**src/rtl/bit_count_requester.sv**
```systemverilog
// Initiator for the single-word bit-count handshake: buffers upstream words,
// issues them one at a time to a bit-count responder and returns each count.
module bit_count_requester #(
    parameter int DEPTH   = 4,
    parameter int TIMEOUT = 15
) (
    input  logic        clk,
    input  logic        rst,
    input  logic        in_valid,
    input  logic [31:0] in_data,
    output logic        in_ready,
    output logic        cnt_valid,
    output logic [31:0] cnt_data,
    input  logic        cnt_ready,
    input  logic [31:0] cnt_result,
    output logic        res_valid,
    input  logic        res_ready,
    output logic [5:0]  res_data,
    output logic [31:0] res_word,
    output logic [15:0] done_count,
    output logic        err_timeout
);

    localparam int AW = $clog2(DEPTH);

    typedef enum logic [2:0] {
        S_IDLE    = 3'd0,
        S_ISSUE   = 3'd1,
        S_WAIT_LO = 3'd2,
        S_WAIT_HI = 3'd3,
        S_HOLD    = 3'd4
    } state_t;

    state_t      r_state;
    state_t      w_next_state;

    logic [31:0] r_mem [DEPTH];
    logic [AW-1:0] r_wr_ptr;
    logic [AW-1:0] r_rd_ptr;
    logic [AW:0]   r_count;
    logic [7:0]    r_timer;

    logic        r_cnt_valid;
    logic [31:0] r_cnt_data;
    logic        r_res_valid;
    logic [5:0]  r_res_data;
    logic [31:0] r_res_word;
    logic [15:0] r_done_count;
    logic        r_err_timeout;

    logic        w_full;
    logic        w_empty;
    logic        w_push;
    logic        w_pop;
    logic        w_capture;
    logic        w_release;
    logic        w_timeout;
    logic        w_expire;
    logic        w_unused_result;

    assign w_full   = (r_count == (AW+1)'(DEPTH));
    assign w_empty  = (r_count == '0);
    assign in_ready = !w_full;
    assign w_push   = in_valid && !w_full;
    assign w_expire = (r_timer == 8'(TIMEOUT - 1));

    // Only the low six result bits carry a count; the rest are ignored.
    assign w_unused_result = ^cnt_result[31:6];

    assign cnt_valid   = r_cnt_valid;
    assign cnt_data    = r_cnt_data;
    assign res_valid   = r_res_valid;
    assign res_data    = r_res_data;
    assign res_word    = r_res_word;
    assign done_count  = r_done_count;
    assign err_timeout = r_err_timeout;

    // FIFO storage, written on accepted upstream words
    always_ff @(posedge clk) begin
        if (w_push) begin
            r_mem[r_wr_ptr] <= in_data;
        end
    end

    // FIFO pointers and occupancy
    always_ff @(posedge clk) begin
        if (rst) begin
            r_wr_ptr <= '0;
            r_rd_ptr <= '0;
            r_count  <= '0;
        end else begin
            if (w_push) begin
                r_wr_ptr <= r_wr_ptr + AW'(1);
            end
            if (w_pop) begin
                r_rd_ptr <= r_rd_ptr + AW'(1);
            end
            case ({w_push, w_pop})
                2'b10:   r_count <= r_count + (AW+1)'(1);
                2'b01:   r_count <= r_count - (AW+1)'(1);
                default: r_count <= r_count;
            endcase
        end
    end

    // FSM state register
    always_ff @(posedge clk) begin
        if (rst) begin
            r_state <= S_IDLE;
        end else begin
            r_state <= w_next_state;
        end
    end

    // Next-state and per-cycle control strobes
    always_comb begin
        w_next_state = r_state;
        w_pop        = 1'b0;
        w_capture    = 1'b0;
        w_release    = 1'b0;
        w_timeout    = 1'b0;
        case (r_state)
            S_IDLE: begin
                if (!w_empty && cnt_ready) begin
                    w_next_state = S_ISSUE;
                    w_pop        = 1'b1;
                end else begin
                    w_next_state = S_IDLE;
                end
            end
            S_ISSUE: begin
                w_next_state = S_WAIT_LO;
            end
            S_WAIT_LO: begin
                if (w_expire) begin
                    w_next_state = S_IDLE;
                    w_timeout    = 1'b1;
                end else if (!cnt_ready) begin
                    w_next_state = S_WAIT_HI;
                end else begin
                    w_next_state = S_WAIT_LO;
                end
            end
            S_WAIT_HI: begin
                // A result arriving on the last allowed cycle still counts.
                if (cnt_ready) begin
                    w_next_state = S_HOLD;
                    w_capture    = 1'b1;
                end else if (w_expire) begin
                    w_next_state = S_IDLE;
                    w_timeout    = 1'b1;
                end else begin
                    w_next_state = S_WAIT_HI;
                end
            end
            S_HOLD: begin
                if (res_ready) begin
                    w_next_state = S_IDLE;
                    w_release    = 1'b1;
                end else begin
                    w_next_state = S_HOLD;
                end
            end
            default: begin
                w_next_state = S_IDLE;
            end
        endcase
    end

    // Response timer: cleared entering WAIT_LO, counts through both wait states
    always_ff @(posedge clk) begin
        if (rst) begin
            r_timer <= 8'd0;
        end else if (r_state == S_ISSUE) begin
            r_timer <= 8'd0;
        end else if ((r_state == S_WAIT_LO) || (r_state == S_WAIT_HI)) begin
            r_timer <= r_timer + 8'd1;
        end else begin
            r_timer <= r_timer;
        end
    end

    // Registered request, result, tally and error outputs
    always_ff @(posedge clk) begin
        if (rst) begin
            r_cnt_valid   <= 1'b0;
            r_cnt_data    <= 32'd0;
            r_res_valid   <= 1'b0;
            r_res_data    <= 6'd0;
            r_res_word    <= 32'd0;
            r_done_count  <= 16'd0;
            r_err_timeout <= 1'b0;
        end else begin
            r_cnt_valid <= w_pop;
            if (w_pop) begin
                r_cnt_data <= r_mem[r_rd_ptr];
            end
            if (w_capture) begin
                r_res_valid <= 1'b1;
                r_res_data  <= cnt_result[5:0];
                r_res_word  <= r_cnt_data;
            end else if (w_release) begin
                r_res_valid <= 1'b0;
            end
            if (w_release) begin
                r_done_count <= r_done_count + 16'd1;
            end
            if (w_timeout) begin
                r_err_timeout <= 1'b1;
            end
        end
    end

endmodule

```
**config.mk**
```make
export PLATFORM = sky130hd
export DESIGN_NAME = bit_count_requester
export DESIGN_NICKNAME = d
export VERILOG_FILES = /design/src/rtl/bit_count_requester.sv
export SDC_FILE = /design/constraint.sdc
export NUM_CORES = 1
export LEC_CHECK = 0
export BUFFER_PORTS_ARGS = -buffer_cell sky130_fd_sc_hd__buf_2
export CAP_MARGIN = 20
export CORE_MARGIN = 2
export CORE_UTILIZATION = 50
export DETAILED_ROUTE_END_ITERATION = 10
export PLACE_DENSITY = 0.77
export SETUP_SLACK_MARGIN = 0.15
export SKIP_CTS_REPAIR_TIMING = 1
export SLEW_MARGIN = 0
export SYNTH_ARGS = -nofsm -noshare
export SYNTH_HDL_FRONTEND = slang
export SYNTH_SLANG_ARGS = --single-unit
```
**constraint.sdc**
```tcl
create_clock -name clk -period 2.65 [get_ports clk]
set_input_delay 0.53 -clock clk [delete_from_list [all_inputs] [get_ports clk]]
set_output_delay 0.53 -clock clk [all_outputs]
set_load 0.005 [all_outputs]
```
# After elaboration in Yosys (flattened, before gate mapping)
# Memories as Yosys holds them, arrays and structs flattened. A register that Yosys moved wholly into a read port is not among the register bits.
# Index checks and enable logic that the tools add are counted.
# totals
register_bits	75
ramBits	128
memories	1
# op_classes
add_sub_neg	6
n_eq_ne	8
muxes	21
n_reduce_logical	10
# mem_list
memory	depth	word_bits	rd	rd_ports_with_merged_regs	write_ports	line	text
r_mem	4	32	1	1	1	37	logic [31:0] r_mem [DEPTH];
# ops
operator	count
16-bit by 1-bit adder with 16-bit output, second input constant	1
3-bit one-hot mux with 5 select lines	1
1-bit two-way mux	14
8-bit by 1-bit adder with 8-bit output, second input constant	1
8-bit by 4-bit == test with 1-bit output, second input constant	1
3-bit by 2-bit == test with 1-bit output, second input constant	2
3-bit == test, second input constant	2
3-bit zero test	2
3-bit two-way mux	2
3-bit one-hot mux with 2 select lines	1
2-bit by 1-bit adder with 2-bit output, second input constant	2
2-bit two-way mux	2
2-bit nonzero test	2
3-bit by 1-bit adder with 3-bit output, second input constant	1
3-bit by 1-bit == test with 1-bit output, second input constant	1
3-bit by 1-bit subtractor with 3-bit output, second input constant	1
2-bit by 1-bit == test with 1-bit output, second input constant	1
2-bit == test, second input constant	1
1-bit logical AND	2
1-bit zero test	2
1-bit one-hot mux with 2 select lines	1
2-bit OR reduction	1
1-bit logical OR	1

# Longest topological paths before layout
# Gate-level depths: netlist of the first run.
# logic_depth
word_depth	7
depth_mapped	10
mapped_depth_nobuf	9

# Least setup slack after synthesis of the first run
# No wires, ideal clock.
# synth_path
path_kind	input-to-reg
startpoint	in cnt_ready
endpoint	reg r_count[2]
arrival_time_ns	2.518
t_required_ns	2.580
slack_ns	0.062
stages	10
n_path_buf	1
cell_sequence	nor2b_1 -> nand3_1 -> clkinv_1 -> clkbuf_1 -> ha_1 -> inv_1 -> fa_1 -> xor2_1 -> or3_1 -> a21oi_1
# synth_between
elab_chain_len	5
# synth_rtl
element	line	text
start: declaration	14	input logic cnt_ready,
1-bit logical AND (*)	124	if (!w_empty && cnt_ready) begin
1-bit two-way mux (*)	124	
1-bit two-way mux (*)	122	case (r_state)
named net w_pop	54	logic w_pop;
2-bit by 1-bit == test with 1-bit output / 2-bit == test (equally long branches)	98	case ({w_push, w_pop})
3-bit one-hot mux with 2 select lines / 2-bit nonzero test (equally long branches)	n/a	
end signal: assignment	99	2'b10: r_count <= r_count + (AW+1)'(1);
end signal: assignment	100	2'b01: r_count <= r_count - (AW+1)'(1);
end signal: assignment	101	default: r_count <= r_count;
end: declaration	40	logic [AW:0] r_count;
# Mark *: on every way through the listed nets, which the timed path passes. The rest lies on a longest branch.
# A chain may end at the register's enable or synchronous reset.

# Final worst setup path of the first run
# layout_path
startpoint	reg r_count[2]
endpoint	reg r_count[2]
# layout_between
elab_chain_len	7
# layout_rtl
element	line	text
3-bit zero test	62	assign w_empty = (r_count == '0);
1-bit zero test	124	
1-bit logical AND	124	
1-bit two-way mux	124	
1-bit two-way mux	122	
2-bit by 1-bit == test with 1-bit output / 2-bit == test (equally long branches)	98	
3-bit one-hot mux with 2 select lines / 2-bit nonzero test (equally long branches)	n/a	
# Several ways; a longest one is shown, not always the timed one.

==> results.json, run 1 <==
{
  "h-tree-depth": 1,
  "slew_viol_final": 0,
  "routed_wl_um": 17800,
  "r2r_cells": 9,
  "drt_iter0_drc": 361,
  "setup.worst_path.end_class": "register",
  "start_util_pct": 50.6,
  "grt_pass1_wl_um": 27800,
  "hold_ws_ps": 239,
  "syn_to_final_growth_pct": 19.9,
  "setup_tns_ps": 0,
  "worst_clock_skew_ps": 13.4,
  "grt_pass1_vias": 5323,
  "synth_top_area_cell": "edfxtp_1",
  "gp_congestion": 0.765,
  "r2r_start": "r_count[2]$_SDFFE_PP0P_",
  "synthTopCellsByArea": "edfxtp_1, dfxtp_1, mux4_2",
  "netlist_area_um2": 8690,
  "wl_per_cell_um": 17.0,
  "async_reset_ff_share_pct": 0,
  "seq_area_um2": 5990,
  "post_dp_cell_area_um2": 9620,
  "dp_cells": 1002,
  "cts_buffer_depth": 3,
  "fillers": 1350,
  "synth.distinct_cells": 42,
  "die_width_um": 136,
  "max-vdd-ir-drop_uv": 496,
  "hold_viol": 0,
  "die_y_um": 136,
  "status": "completed",
  "clkSinkCount": 235,
  "cp.required_ps": 3090,
  "period_minus_slack_ps": 2350,
  "avgSynthCellArea_um2": 13.0,
  "worst_slew_pin_slew_ps": 910,
  "boundaryPins": 159,
  "place_ws_ps": 276,
  "final_area_um2": 10400,
  "grt_max_degree": 59,
  "remaining_drc_errors": 0,
  "drive_gt1_share_pct": 27.8,
  "synth-seq-area-share_pct": 68.8,
  "io_buffers": 132,
  "cp.depth": 9,
  "synth-main-ff-cell": "edfxtp_1",
  "clk_latency_ps": 510,
  "critPathMostFrequentCell": "inv_1",
  "cpPeakStageDelay_ps": 420,
  "core_um2": 17200,
  "multi_input_area_um2": 2530,
  "crit_arrival_ps": 2790,
  "ys_warn_count": 0,
  "numCtsBuffers": 24,
  "crit_family": "simple AND/OR/NAND/NOR gates",
  "rsz0062_at_grt": "no",
  "fin_ws_ps": 298,
  "setup_viol": 0,
  "place_hpwl_um": 11200,
  "max-slew-margin-rel_pct": 39.4,
  "dieArea_um2": 18500,
  "via_per_inst": 5.23,
  "ys_ff_latch": 235,
  "grt_antenna_before_repair": 3,
  "num_vias": 5477,
  "grt-ovfl-total": 0,
  "firstDrtPassIters": 4,
  "crit_start": "r_count[2]$_SDFFE_PP0P_",
  "cp-start-kind": "register",
  "drv_cap": 0,
  "synth_edf_count": 128,
  "nNetsFinal": 881,
  "p_leak_nw": 3.83,
  "synth.top_cell.area_share_pct": 44.2,
  "cts-root-buf": "clkbuf_16",
  "fmax_ghz": 0.425,
  "finalCritPeriodShare_pct": 88.8,
  "p_per_area_nw_per_um2": 899,
  "fin_cells": 1048,
  "ant_nets": 0,
  "cts_tree": "yes",
  "critPathKind": "register to register",
  "synthCells": 668,
  "clkTransAtPathRegs_ps": 60,
  "hold_class": "input port to register",
  "cp_slowest_cell": "or3b_4",
  "crit_chain": "or3b_4 -> and2_1 -> inv_1 -> ha_1 -> inv_1 -> fa_1 -> xor2_1 -> or3_1 -> a21oi_1",
  "worstHoldStart": "in_data[20]",
  "num_rows": 48,
  "cp_num_buf_inv": 2,
  "hold_path_depth": 1,
  "synth_nets": 746,
  "crit_fanout": 6,
  "grtUsageTotal_pct": 19.5
}
==> cells by family after synthesis <==
kind of cell,Yosys count,synth area share [%]
xor gates and xnor gates,21,2.12
buffers and inverters,48,2.20
DFF,235,68.8
muxes,33,8.42
adders and majority gates,9,1.38
AOI/OAI and AO/OA,92,5.53
and+or+nand+nor,230,11.5
==> final cells by class <==
| cell class | instances | share of cell area (%) |
|---|---|---|
| well taps | 225 | 2.70 |
| repair buffers | 145 | 7.42 |
| multi-input cells | 385 | 24.3 |
| diodes | 2 | 0.0480 |
| clock inverters | 12 | 1.04 |
| inverters | 12 | 0.432 |
| clock buffers | 32 | 6.64 |
| flip-flops and latches | 235 | 57.4 |
==> worst reg2reg max path, delay by kind of cell (launching register included) <==
family,cells,cell delay (ps)
AOI/OAI and AO/OA,1,140
xor gates and xnor gates,1,150
adders and majority gates,2,570
buffers and inverters,2,150
DFF,1,350
and+or+nand+nor,3,930
==> power by group <==
group	switching, mW	internal [mW]
registers	0.219	4.24
logic	0.863	0.708
clock network	1.32	2.02
total	2.40	6.97
==> metrics by stage <==
stage	total power [mW]	util (%)
4_1_cts	9.48	60.6
2_1_floorplan	5.57	-
5_1_grt	9.81	60.7
3_5_place_dp	6.14	56.0
3_3_place_gp	6.08	56.0
6_report	9.37	60.7
==> routing by layer <==
layer,part of all wire (%),GRT usage [%]
met2,50,33.0
met4,1.6,5.96
met3,6.8,4.92
met5,0.039,0
met1,42,24.7
==> registers in the layout (all words and copies together), names as in the netlist <==
register	cells
r_state	3
r_wr_ptr	2
err_timeout	1
r_rd_ptr	2
cnt_valid	1
res_data	6
res_valid	1
r_timer	8
done_count	16
r_count	3
cnt_data	32
r_mem	128
res_word	32
==> Yosys cell counts (all sizes together) (2+ instances only) <==
cell type  instances
nand2            154
edfxtp           128
dfxtp            107
a21oi             81
mux4              32
nor2              28
clkbuf            24
buf               12
xor2              12
inv               11
xnor2              9
ha                 8
nand4              8
and3               6
nand3              6
or3                5
nor3               4
nor4               4
o21ai              4
nor2b              3
a21o               2
or3b               2
==> worst paths after layout <==
path / slack [ps] / end
max reg2reg: 300 / r_count[2]$_SDFFE_PP0P_
min reg2reg: 450 / res_word[26]$_SDFFE_PP0N_
max: 300 / r_count[2]$_SDFFE_PP0P_
min: 240 / r_mem[0][20]$_DFFE_PP_
==> cells in the final DEF, fill, tap and decap left out, types with 3 or more instances in the layout <==
master     count
nor3_1         4
mux4_2        32
clkinv_1       5
inv_1         11
nand4_1        8
nor2_1        28
clkbuf_8       4
nand3_1        5
nor2b_1        3
and3_2         4
nor4_1         4
buf_4         13
buf_2        131
edfxtp_1     128
nand2_1      154
clkinv_2       5
or3_1          5
ha_1           8
o21ai_0        4
xnor2_1        9
dfxtp_1      105
clkbuf_16     25
a21oi_1       81
clkbuf_1       3
xor2_1        12
(Power assumes the default switching activity.)
==> inputs of run 2 (changes only) <==
CORE_ASPECT_RATIO = 1.25   (was unset)
==> results.json, run 2 (same netlist as run 1, synthesis figures left out) <==
{
  "crit_fanout": 6,
  "grt_use_met2_pct": 31.3,
  "core_um2": 16900,
  "grt_antenna_before_repair": 0,
  "crit_arrival_ps": 2840,
  "grt.busiest_layer": "met2",
  "grt_use_met3_pct": 4.44,
  "diodes": 0,
  "setup_tns_ps": 0,
  "start_util_pct": 51.4,
  "finalCritPeriodShare_pct": 90.4,
  "slew_viol_final": 0,
  "routed_wl_um": 17300,
  "p_per_area_nw_per_um2": 877,
  "numCtsBuffers": 23,
  "boundaryPins": 159,
  "max-slew-margin-rel_pct": 62.5,
  "clkTransAtPathRegs_ps": 60,
  "status": "completed",
  "critPathKind": "register to register",
  "max-vdd-ir-drop_uv": 564,
  "setup_viol": 0,
  "hold_class": "input port to register",
  "cts_buffer_depth": 3,
  "die_y_um": 151,
  "grtUsageTotal_pct": 18.9,
  "wl_per_cell_um": 16.6,
  "final_common_cell": "nand2_1",
  "clk_latency_ps": 510,
  "nNetsFinal": 883,
  "period_minus_slack_ps": 2400,
  "drv_cap": 0,
  "ant_nets": 0,
  "r2r_start": "r_count[2]$_SDFFE_PP0P_",
  "die_width_um": 122,
  "firstDrtPassIters": 4,
  "grt_util_met1_pct": 24.8,
  "remaining_drc_errors": 0,
  "cp.required_ps": 3100,
  "cts_tree": "yes",
  "dieArea_um2": 18500,
  "place_ws_ps": 284,
  "place_hpwl_um": 11100,
  "drt_iter0_drc": 282,
  "grt-ovfl-total": 0,
  "gp_congestion": 0.746,
  "cp-start-kind": "register",
  "io_buffers": 132,
  "cts-root-buf": "clkbuf_16",
  "grt_pass1_vias": 5233,
  "hold_viol": 0,
  "clkSinkCount": 235,
  "drive_gt1_share_pct": 27.0,
  "syn_to_final_growth_pct": 18.8,
  "setup.worst_path.end_class": "register",
  "largest_reg_flops": 128,
  "regMostFlops": "r_mem",
  "num_vias": 5427,
  "fmax_ghz": 0.417,
  "p_leak_nw": 3.78,
  "num_rows": 53,
  "worst_slew_pin_slew_ps": 558,
  "h-tree-depth": 1,
  "hold_ws_ps": 230,
  "worstHoldStart": "in_data[24]",
  "fin_ws_ps": 253,
  "grt_pass1_wl_um": 27300,
  "crit_start": "r_count[2]$_SDFFE_PP0P_",
  "via_per_inst": 5.21,
  "grt_max_degree": 40,
  "rsz0062_at_grt": "no",
  "mostFrequentLayoutCells": "nand2_1, buf_2, edfxtp_1",
  "worst_clock_skew_ps": 31.5
}
==> run 2: final cells by class <==
type,instances,area [µm²]
repair buffers,148,808
well taps,220,275
flip-flops and latches,235,5990
fillers,1326,6590
clock buffers,28,594
inverters,12,45.0
clock inverters,13,95.1
multi-input cells,385,2520
==> run 2: where the power goes <==
group	total (mW)	leakage [nW]	internal [mW]	switching (mW)
Sequential	4.51	2.04	4.24	0.270
Combinational	1.58	1.41	0.749	0.832
Clock	2.97	0.328	1.69	1.27
Total	9.06	3.78	6.68	2.37
==> run 2: worst max-delay path: stages (launching register included) <==
cell	delay, ps
dfxtp_1	370
or3b_4	420
and2_1	210
inv_1	80
ha_1	180
inv_1	70
fa_1	370
xor2_1	160
or3_1	330
a21oi_1	140
==> run 2: metrics by stage <==
step / cells / total power, mW / util [%] / cell area (µm²)
after global placement: 1000 / 6.12 / 57.0 / 9630
after global routing: 1041 / 9.48 / 61.1 / 10300
after CTS: 1041 / 9.16 / 61.0 / 10300
after detailed placement: 1000 / 6.17 / 57.0 / 9630
after floorplan: 668 / 5.57 / - / 8700
final: 1041 / 9.06 / 61.1 / 10300
==> run 2: path summary, 6_finish.rpt <==
check | end | slack, ps | cells after the start
worst max-delay path | r_count[2]$_SDFFE_PP0P_ | 250 | 9
worst min-delay path | r_mem[0][24]$_DFFE_PP_ | 230 | 1
worst max register to register | r_count[2]$_SDFFE_PP0P_ | 250 | 9
worst min register to register | res_word[30]$_SDFFE_PP0N_ | 450 | 2
==> run 2: metal layers <==
metal,up-vias,wire (µm)
met1,2606,7450
met4,0,337
li1,2653,-
met5,-,0
met3,27,1170
met2,141,8300
==> inputs of run 3 (changes only) <==
CELL_PAD_IN_SITES_DETAIL_PLACEMENT = 0   (was unset)
CELL_PAD_IN_SITES_GLOBAL_PLACEMENT = 1   (was unset)
CORE_UTILIZATION = 40   (was 50)
MAX_ROUTING_LAYER = met4   (was unset)
PLACE_DENSITY = 0.76   (was 0.77)
==> results.json, run 3 (same netlist as run 1, synthesis figures left out) <==
{
  "grt_pass1_wl_um": 28100,
  "status": "completed",
  "multi_input_area_um2": 2520,
  "grt-ovfl-total": 0,
  "setup.worst_path.end_class": "register",
  "fin_cells": 1104,
  "clk_latency_ps": 510,
  "mostFrequentLayoutCells": "nand2_1, buf_2, edfxtp_1",
  "finalCritPeriodShare_pct": 87.7,
  "firstDrtPassIters": 4,
  "via_per_inst": 4.87,
  "cp.required_ps": 3090,
  "setup_tns_ps": 0,
  "wl_per_cell_um": 15.9,
  "regMostFlops": "r_mem",
  "cp_slowest_cell": "or3b_4",
  "num_rows": 60,
  "fin_ws_ps": 325,
  "setup_viol": 0,
  "netSwitchingFraction_pct": 25.7,
  "h-tree-depth": 1,
  "cpPeakStageDelay_ps": 430,
  "place_hpwl_um": 11600,
  "p_leak_nw": 3.83,
  "clkSinkCount": 235,
  "hold_viol": 0,
  "pwr-share-clk_pct": 35.4,
  "cp_num_buf_inv": 2,
  "clkTransAtPathRegs_ps": 60,
  "combPwrFrac_pct": 16.7,
  "drt_iter0_drc": 287,
  "ant_nets": 0,
  "crit_arrival_ps": 2760,
  "critPathKind": "register to register",
  "crit_chain": "or3b_4 -> and2_1 -> inv_1 -> ha_1 -> inv_1 -> fa_1 -> xor2_1 -> or3_1 -> a21oi_1",
  "numCtsBuffers": 23,
  "slew_viol_final": 0,
  "fillers": 1970,
  "place_ws_ps": 306,
  "period_minus_slack_ps": 2330,
  "cts-root-buf": "clkbuf_16",
  "start_util_pct": 40.5,
  "hold_ws_ps": 229,
  "grtUsageTotal_pct": 15.9,
  "worst_clock_skew_ps": 16.7,
  "hold_class": "input port to register",
  "dieArea_um2": 22900,
  "grt_pass1_vias": 5244,
  "die_width_um": 136,
  "routed_wl_um": 17500,
  "worst_slew_pin_slew_ps": 644,
  "nNetsFinal": 885,
  "pwr-share-seq_pct": 47.8,
  "drive_gt1_share_pct": 27.5,
  "io_buffers": 132,
  "final_area_um2": 10500,
  "max-vdd-ir-drop_uv": 498,
  "gp_congestion": 0.779,
  "p_switching_mw": 2.41,
  "seq_area_um2": 5990,
  "die_y_um": 169,
  "remaining_drc_errors": 0,
  "intPower_mw": 6.95,
  "max-slew-margin-rel_pct": 57.1,
  "num_vias": 5372,
  "final_common_cell": "nand2_1",
  "drv_cap": 0,
  "critPathMostFrequentCell": "inv_1",
  "cts_tree": "yes",
  "core_um2": 21500,
  "p_per_area_nw_per_um2": 892,
  "grt_antenna_before_repair": 2,
  "dp_cells": 1061,
  "largest_reg_flops": 128,
  "crit_fanout": 6,
  "crit_family": "simple AND/OR/NAND/NOR gates",
  "syn_to_final_growth_pct": 20.6,
  "post_dp_cell_area_um2": 9710,
  "boundaryPins": 159,
  "cp-start-kind": "register",
  "cts_buffer_depth": 3,
  "fmax_ghz": 0.430,
  "grt_max_degree": 61,
  "rsz0062_at_grt": "no"
}
[run 3: cell types whose count changed in the layout (fill, tap and decap cells not counted), sizes merged]
| cell | delta |
|---|---|
| clkinvlp | -1 |
| clkbuf | -3 |
| clkinv | +1 |
| bufinv | +3 |
| buf | +2 |
| diode | +2 |
[run 3: worst paths after layout]
check / from / end / slack (ps) / cells past startpoint
worst max-delay path: r_count[0]$_SDFFE_PP0P_ / r_count[2]$_SDFFE_PP0P_ / 320 / 9
worst min-delay path: in_data[6] / r_mem[2][6]$_DFFE_PP_ / 230 / 1
worst min register to register: res_word[26]$_SDFFE_PP0N_ / res_word[26]$_SDFFE_PP0N_ / 450 / 2
worst max register to register: r_count[0]$_SDFFE_PP0P_ / r_count[2]$_SDFFE_PP0P_ / 320 / 9
[run 3: cell type report]
class / instances / area share (%)
Inverter: 12 / 0.430
Multi-Input combinational cell: 385 / 24.0
Clock buffer: 25 / 5.56
Clock inverter: 16 / 1.78
Tap cell: 279 / 3.33
Antenna cell: 2 / 0.0477
Timing Repair Buffer: 150 / 7.73
Sequential cell: 235 / 57.1
[run 3: power by group through the flow]
stage | Combinational (mW) | Clock, mW | Sequential [mW]
2_1_floorplan | 1.11 | 0 | 4.47
3_3_place_gp | 1.59 | 0 | 4.55
3_5_place_dp | 1.60 | 0 | 4.56
4_1_cts | 1.60 | 3.39 | 4.48
5_1_grt | 1.76 | 3.55 | 4.53
6_report | 1.57 | 3.32 | 4.47
[run 3: routing by layer]
metal,vias to the layer above,part of all wire [%],global-route usage [%]
met5,-,0,-
met1,2554,43,20.1
met4,0,2.7,5.12
met2,114,48,25.8
li1,2670,-,-
met3,34,6.0,3.38
[run 3: metrics by stage]
stage | utilization (%) | power (mW)
5_1_grt | 48.8 | 9.83
3_5_place_dp | 45.2 | 6.15
6_report | 48.8 | 9.36
3_3_place_gp | 45.2 | 6.13
4_1_cts | 48.8 | 9.48
2_1_floorplan | - | 5.57
